$ cat src/rtl/demux_pkg.sv
// demux_pkg: definitions shared by the demux1x2_deser slice.
//   ch_state_t : per-channel state (FILL/LAST/STALL), decoded from the bit
//                counter; drives the channel next-state logic and is handy
//                when looking at waveforms.
//   STATS_W    : width of the optional drained-word counters, which exist
//                only when DEMUX1X2_STATS_EN is defined.
package demux_pkg;

  typedef enum logic [1:0] {
    FILL  = 2'd0,   // collecting bits, more than one still missing
    LAST  = 2'd1,   // the next accepted bit completes the word
    STALL = 2'd2    // a full word waits in shreg behind an undrained hold
  } ch_state_t;

  localparam int STATS_W = 8;

endpackage

$ cat src/rtl/deser_chan.sv
// deser_chan: one deserializer channel. It shifts accepted bits in LSB
// first, moves each completed word into a registered hold stage, and
// offers it with a valid/ready handshake. When hold is still occupied, a
// second completed word is parked in the shift register and the channel
// stops accepting bits until hold drains.
//
// Ports
//   clk, rst    clock and synchronous active-high reset
//   acc         a bit for this channel is accepted this cycle
//   din         the serial bit (sampled only when acc is high)
//   acc_ok      the channel can take a bit this cycle
//   out_data    registered word, stable while out_valid && !out_ready
//   out_valid   out_data holds a complete word
//   out_ready   the consumer takes the word this cycle
//   word_cnt    drained-word counter, wraps at 2**STATS_W
//               (present only with DEMUX1X2_STATS_EN defined)
module deser_chan
  import demux_pkg::*;
#(
  parameter int WIDTH = 2
) (
  input  logic             clk,
  input  logic             rst,
  input  logic             acc,
  input  logic             din,
  output logic             acc_ok,
  output logic [WIDTH-1:0] out_data,
  output logic             out_valid,
  input  logic             out_ready
`ifdef DEMUX1X2_STATS_EN
  ,
  output logic [STATS_W-1:0] word_cnt
`endif
);

  localparam int CW = $clog2(WIDTH + 1);
  localparam logic [CW-1:0] CNT_LAST = CW'(WIDTH - 1);
  localparam logic [CW-1:0] CNT_FULL = CW'(WIDTH);

  logic [CW-1:0]    cnt, cnt_n;
  logic [WIDTH-1:0] shreg, shreg_n;
  logic [WIDTH-1:0] hold, hold_n;
  logic             vld, vld_n;
  logic [WIDTH-1:0] word;
  logic             drain;
  ch_state_t        state;

  always_comb begin
    if (cnt == CNT_FULL)      state = STALL;
    else if (cnt == CNT_LAST) state = LAST;
    else                      state = FILL;
  end

  // Bits enter at the top and move down, so after WIDTH shifts the first
  // bit sits in bit 0 (LSB first).
  assign word   = {din, shreg[WIDTH-1:1]};
  assign drain  = vld && out_ready;
  assign acc_ok = (state != STALL);

  always_comb begin
    cnt_n   = cnt;
    shreg_n = shreg;
    hold_n  = hold;
    vld_n   = vld && !out_ready;
    case (state)
      FILL: begin
        if (acc) begin
          shreg_n = word;
          cnt_n   = cnt + CW'(1);
        end
      end
      LAST: begin
        if (acc) begin
          // hold is free, or frees up this very edge: load straight in.
          if (!vld || out_ready) begin
            hold_n = word;
            vld_n  = 1'b1;
            cnt_n  = '0;
          end else begin
            shreg_n = word;
            cnt_n   = CNT_FULL;
          end
        end
      end
      STALL: begin
        if (drain) begin
          hold_n = shreg;
          vld_n  = 1'b1;
          cnt_n  = '0;
        end
      end
      default: ;
    endcase
  end

  always_ff @(posedge clk) begin
    if (rst) begin
      cnt   <= '0;
      vld   <= 1'b0;
      shreg <= '0;
      hold  <= '0;
    end else begin
      cnt   <= cnt_n;
      vld   <= vld_n;
      shreg <= shreg_n;
      hold  <= hold_n;
    end
  end

  assign out_data  = hold;
  assign out_valid = vld;

`ifdef DEMUX1X2_STATS_EN
  always_ff @(posedge clk) begin
    if (rst)        word_cnt <= '0;
    else if (drain) word_cnt <= word_cnt + STATS_W'(1);
  end
`endif

endmodule

$ cat src/rtl/demux1x2_deser.sv
// demux1x2_deser: sequential 1-to-2 demultiplexer / deserializer. Serial
// bits tagged with a channel select are steered to one of two deser_chan
// instances, each assembling WIDTH-bit words (LSB first) and presenting
// them with a valid/ready handshake. Only a stalled channel back-pressures;
// bits for the other channel keep flowing.
//
// Parameter
//   WIDTH       bits per word, 2..16
// Ports
//   clk, rst    clock and synchronous active-high reset
//   in_valid    a serial bit is offered
//   in_ready    the offered bit is accepted (combinational from sel)
//   sel         destination channel of the offered bit
//   din         the serial bit
//   out0_data/out0_valid/out0_ready   channel-0 word and handshake
//   out1_data/out1_valid/out1_ready   channel-1 word and handshake
//   word_cnt0/word_cnt1               drained-word counters (8 bit, wrap),
//                                     only with DEMUX1X2_STATS_EN defined
module demux1x2_deser
  import demux_pkg::*;
#(
  parameter int WIDTH = 2
) (
  input  logic             clk,
  input  logic             rst,
  input  logic             in_valid,
  output logic             in_ready,
  input  logic             sel,
  input  logic             din,
  output logic [WIDTH-1:0] out0_data,
  output logic             out0_valid,
  input  logic             out0_ready,
  output logic [WIDTH-1:0] out1_data,
  output logic             out1_valid,
  input  logic             out1_ready
`ifdef DEMUX1X2_STATS_EN
  ,
  output logic [STATS_W-1:0] word_cnt0,
  output logic [STATS_W-1:0] word_cnt1
`endif
);

  logic acc_ok0, acc_ok1;
  logic acc0, acc1;

  assign in_ready = sel ? acc_ok1 : acc_ok0;
  assign acc0     = in_valid && in_ready && !sel;
  assign acc1     = in_valid && in_ready &&  sel;

  deser_chan #(.WIDTH(WIDTH)) u_chan0 (
    .clk       (clk),
    .rst       (rst),
    .acc       (acc0),
    .din       (din),
    .acc_ok    (acc_ok0),
    .out_data  (out0_data),
    .out_valid (out0_valid),
    .out_ready (out0_ready)
`ifdef DEMUX1X2_STATS_EN
    ,
    .word_cnt  (word_cnt0)
`endif
  );

  deser_chan #(.WIDTH(WIDTH)) u_chan1 (
    .clk       (clk),
    .rst       (rst),
    .acc       (acc1),
    .din       (din),
    .acc_ok    (acc_ok1),
    .out_data  (out1_data),
    .out_valid (out1_valid),
    .out_ready (out1_ready)
`ifdef DEMUX1X2_STATS_EN
    ,
    .word_cnt  (word_cnt1)
`endif
  );

endmodule
$ cat config.mk
export PLATFORM = sky130hd
export DESIGN_NAME = demux1x2_deser
export DESIGN_NICKNAME = d
export VERILOG_FILES = /design/src/rtl/demux_pkg.sv /design/src/rtl/deser_chan.sv /design/src/rtl/demux1x2_deser.sv
export SDC_FILE = /design/constraint.sdc
export NUM_CORES = 1
export LEC_CHECK = 0
export CAP_MARGIN = 15
export CORE_MARGIN = 2
export CORE_UTILIZATION = 53
export CTS_CLUSTER_DIAMETER = 30
export DETAILED_ROUTE_END_ITERATION = 8
export HOLD_SLACK_MARGIN = 0.05
export PLACE_DENSITY_LB_ADDON = 0.15
export SETUP_SLACK_MARGIN = 0.1
export SYNTH_ARGS = -nofsm -noshare
export SYNTH_HDL_FRONTEND = slang
export SYNTH_SLANG_ARGS = --single-unit
$ cat constraint.sdc
create_clock -name clk -period 3.3 [get_ports clk]
set_input_delay 0.33 -clock clk [delete_from_list [all_inputs] [get_ports clk]]
set_output_delay 0.33 -clock clk [all_outputs]
set_load 0.1 [all_outputs]
# == Yosys cells after proc, flatten, opt, wreduce, memory -nomap -nowiden ==
# Index checks and enable logic that the tools add are counted.
# Widths: inputs -> output; s select.
# classes
mux,39
n_eq_ne,20
addsub,2
reduce_logical,28
# op_table
op,count
$mux 2,22
$reduce_and 4->1,6
$ne 2x2->1 const B,8
$pmux 2 s2,4
$pmux 2 s3,2
$mux 1,9
$eq 2x1->1 const B,4
$eq 2x2->1 const B,4
$ne 2x1->1 const B,4
$reduce_bool 2->1,4
$logic_and 1x1->1,7
$reduce_bool 3->1,2
$logic_not 1->1,5
$add 2x1->2 const B,2
$logic_not 2->1,2
$pmux 1 s2,2
$logic_or 1x1->1,2
# word_totals
wordCells,97
register_bits,14

# == Logic depth before layout (Yosys ltp) ==
# logic_depth
ltp_word,9
depth_mapped,7
depth_no_buf,6

# == By module ==
# Synthesis repeated with hierarchy kept, for this count alone.
# unflattened
hier_cells,105
area_unflattened_um2,979.7
# by_module_without_submodules
module,area_per_inst_um2,cells_each,seq_area_each_um2,n_inst
deser_chan (u_chan0),485.5,54,140.1,1
deser_chan (u_chan1),461.7,48,140.1,1
demux1x2_deser,32.5,3,0.0,1

# == Worst setup path after synthesis ==
# OpenSTA, ideal clock, no wires.
# synth_path
kind,reg2out
start,reg u_chan1.cnt[0]
end,out in_ready
n_path_buf,0
slack_ns,0.622
path_stages_with_launch,5
t_arrival_ns,2.348
cell_sequence,dfxtp_1 -> inv_1 -> ha_1 -> nor2b_1 -> mux2i_1
# synth_between
elab_chain_cells,5
# synth_rtl
item,line_no,text
start: declaration,deser_chan.sv:40,"logic [CW-1:0] cnt, cnt_n;"
start signal: assignment,deser_chan.sv:103,cnt <= cnt_n;
$eq 2x1->1,deser_chan.sv:50,else if (cnt == CNT_LAST) state = LAST;
$mux 1,deser_chan.sv:50,
$mux 2 (*),deser_chan.sv:49,if (cnt == CNT_FULL) state = STALL;
$ne 2x2->1 (*),deser_chan.sv:58,assign acc_ok = (state != STALL);
$mux 1 (*),demux1x2_deser.sv:46,assign in_ready = sel ? acc_ok1 : acc_ok0;
end: declaration,demux1x2_deser.sv:27,"output logic in_ready,"
# Every way passes the cells marked *; elsewhere a longest branch is shown, timed or not.

# == Final worst setup path ==
# layout_path
start,reg u_chan1.vld (netlist: u_chan1.out_valid)
end,out out1_valid
# layout_rtl
item,line_no,text
start: declaration,deser_chan.sv:43,"logic vld, vld_n;"
start signal: assignment,deser_chan.sv:104,vld <= vld_n;
end: declaration,demux1x2_deser.sv:34,"output logic out1_valid,"
# No word-level cell between the ends.

==> flow_summary.json <==
{
  "cp.required_ns": 2.97,
  "cts_buffer_depth": 2,
  "crit_type": "reg -> out",
  "synth_nets": 115,
  "grt_setup_unrepaired": "no",
  "nets": 131,
  "antennaDiodeCount": 0,
  "cts_setup_buffers": 0,
  "postSynthAreaPerCell_um2": 9.486,
  "first_pass_iters": 4,
  "drive_above_1_share_pct": 11.50,
  "period_share_pct": 65.66,
  "skew_ns": 0.003228,
  "crit_start": "u_chan1.out_valid$_SDFF_PP0_",
  "clk_pin_slew_ns": 0.08,
  "synth_cell_types": 33,
  "port_buffers": 13,
  "outcome": "finished clean",
  "layout_commonest_cell": "dfxtp_1",
  "crit_chain": "clkdlybuf4s50_1",
  "synth_cells": 98,
  "power_frac_clock_pct": 28.4,
  "ioPinCount": 14,
  "cts.repair.resized": 0,
  "via_per_inst": 5.438,
  "worst_pin_slew_ns": 0.9827,
  "syn_area_um2": 929.6,
  "report.final.slew_viol_count": 0,
  "crit_path_end_kind": "output port",
  "yosysSeqAreaShare_pct": 30.15,
  "die_h_um": 45.88,
  "area_growth_pct": 19.11,
  "overflow": 0,
  "critical_path.slowest_cell": "clkdlybuf4s50_1",
  "setup_viol": 0,
  "max_freq_mhz": 461.5,
  "crit_family": "buffers and inverters",
  "path_buf_inv": 1,
  "final_cell_mix": "dfxtp_1 (14), clkdlybuf4s50_1 (12), a21oi_1 (10), ha_1 (10), mux2i_1 (9)",
  "path_max_fanout": 6,
  "cts_tree": "done",
  "core_region_area_um2": 1689,
  "routed_wirelength_um": 1625,
  "r2r-start": "u_chan0.cnt[0]$_SDFFE_PP0P_",
  "grt_usage_pct": 16.80,
  "cts_buffers": 3,
  "fp.dieArea_um2": 2105,
  "drc_errors": 0,
  "power_density_nw_per_um2": 385.2,
  "finish.instance_area_um2": 1107,
  "post_dp_cell_area_um2": 1071,
  "switchingPower_mw": 0.1329,
  "ir_drop_mv": 0.4030,
  "power_mw": 0.4265,
  "sequentialPowerShare_pct": 43.4,
  "grt_pass1_wl_um": 2594,
  "grt_max_degree": 15,
  "gp_congestion": 0.7366,
  "cts-root-buf": "clkbuf_4",
  "n_fill_cell": 152,
  "clkLatencyLatePin_ns": 0.27,
  "synth_seq_cells": 14,
  "hp-start": "u_chan1.shreg[0]$_SDFFE_PP0P_",
  "hold_viol": 0,
  "ant_nets": 0,
  "relSlewSlack_pct": 34.28,
  "antenna_found_initial": 0,
  "hold_class": "reg -> reg",
  "vias": 707,
  "cp_slowest_stage_delay_ns": 1.16,
  "drt_iter0_markers": 17,
  "drv_cap": 0,
  "switching_share_pct": 31.16,
  "h-tree-depth": 1,
  "p_int_mw": 0.2936,
  "wl_per_cell_um": 12.50,
  "p_comb_share_pct": 28.2,
  "tns_ns": 0,
  "yosysWarningCount": 0,
  "clkSinkCount": 14,
  "die_width_um": 45.88,
  "p_leak_nw": 0.4125,
  "cp.arrival_ns": 1.84,
  "first_global_vias": 596,
  "rows": 15,
  "crit_path_start_kind": "flip-flop",
  "hpwl_um": 1289,
  "cts_hold_buf": 0,
  "start_util_pct": 55.04,
  "min_period_ns": 2.167
}
cells in the mapped netlist:
master     number  area [um2]
dfxtp_1        14       280.3
a21oi_1        10       50.05
ha_1           10       125.1
mux2i_1         9       90.09
nor2_1          7       26.28
o21ai_0         6       30.03
inv_1           5       18.77
nand2b_1        5       31.28
nand2_1         4       15.01
a211oi_1        2       15.01
a311oi_1        2       17.52
clkbuf_1        2       7.510
or3b_1          2       17.52
a2111oi_2       1       15.01
a2111oi_4       1       27.53
a21bo_1         1       10.01
a21boi_0        1       7.510
a22oi_1         1       7.510
and2b_1         1       7.510
nand2b_4        1       13.76
nand3_1         1       5.000
nand4b_1        1       8.760
nor2b_1         1       6.260
nor2b_2         1       8.760
nor2b_4         1       13.76
nor3_1          1       5.000
nor3b_2         1       12.51
o211a_1         1       10.01
o21a_1          1       7.510
o21ai_1         1       5.000
o21ba_2         1       10.01
o21ba_4         1       16.27
or4_1           1       7.510
worst min-delay path: stages, from the launching register on:
cell,delay (ns)
dfxtp_1,0.34
mux2i_1,0.07
nor2_1,0.08
cell type report:
class / instances / area (um2) / area share (%)
tap: 17 / 21.27 / 1.921
clock buffer: 4 / 36.28 / 3.277
timing repair buffer: 13 / 127.6 / 11.53
sequential: 14 / 280.3 / 25.31
inverter: 5 / 18.77 / 1.695
multi-input combinational: 77 / 623.1 / 56.27
cell families (layout without fill, tap and decap cells):
family          Yosys count  count (layout)  share of synthesized area (%)
compound gates           30              30                          24.63
fa+ha+maj                10              10                          13.46
mux                       9               9                          9.691
flops                    14              14                          30.15
buf+inv                   7              22                          2.827
simple gates             28              28                          19.25
routing by layer:
metal  wire length (um)  share of wire [%]  GRT usage, %
met1                887                 55         25.48
met2                662                 41         23.33
met3                 61                3.8         3.571
met4                 13               0.80         5.143
met5                  0                  0             0
metrics by stage:
step                      instances  worst slack, ns  util [%]  hold slack [ns]
after detailed placement        126            1.383     63.41           0.4984
after global placement          126            1.377     63.41           0.4779
after global routing            130            1.072     65.56           0.5423
after floorplan                  98           0.6221         -           0.4021
after CTS                       130            1.117     65.56           0.5210
final                           130            1.133     65.56           0.5135
final timing paths:
check                                                     end  slack (ns)  cells past startpoint
worst max-delay path                               out1_valid        1.13                      1
worst min-delay path            u_chan1.shreg[0]$_SDFFE_PP0P_        0.51                      2
worst max register to register    u_chan0.cnt[1]$_SDFFE_PP0P_        1.41                      6
worst min register to register  u_chan1.shreg[0]$_SDFFE_PP0P_        0.51                      2
state kept, by name (all words and copies together) (netlist names):
name	flops
u_chan0.cnt	2
u_chan0.out_data	2
u_chan0.out_valid	1
u_chan0.shreg	2
u_chan1.cnt	2
u_chan1.out_data	2
u_chan1.out_valid	1
u_chan1.shreg	2
power groups by stage:
stage | clock [mW] | sequential [mW] | combinational [mW]
2_1_floorplan | 0 | 0.219 | 0.0616
6_report | 0.121 | 0.185 | 0.120
3_3_place_gp | 0 | 0.189 | 0.119
4_1_cts | 0.128 | 0.185 | 0.121
3_5_place_dp | 0 | 0.189 | 0.120
5_1_grt | 0.132 | 0.186 | 0.130
No activity file was read; power rests on OpenSTA's default activity.
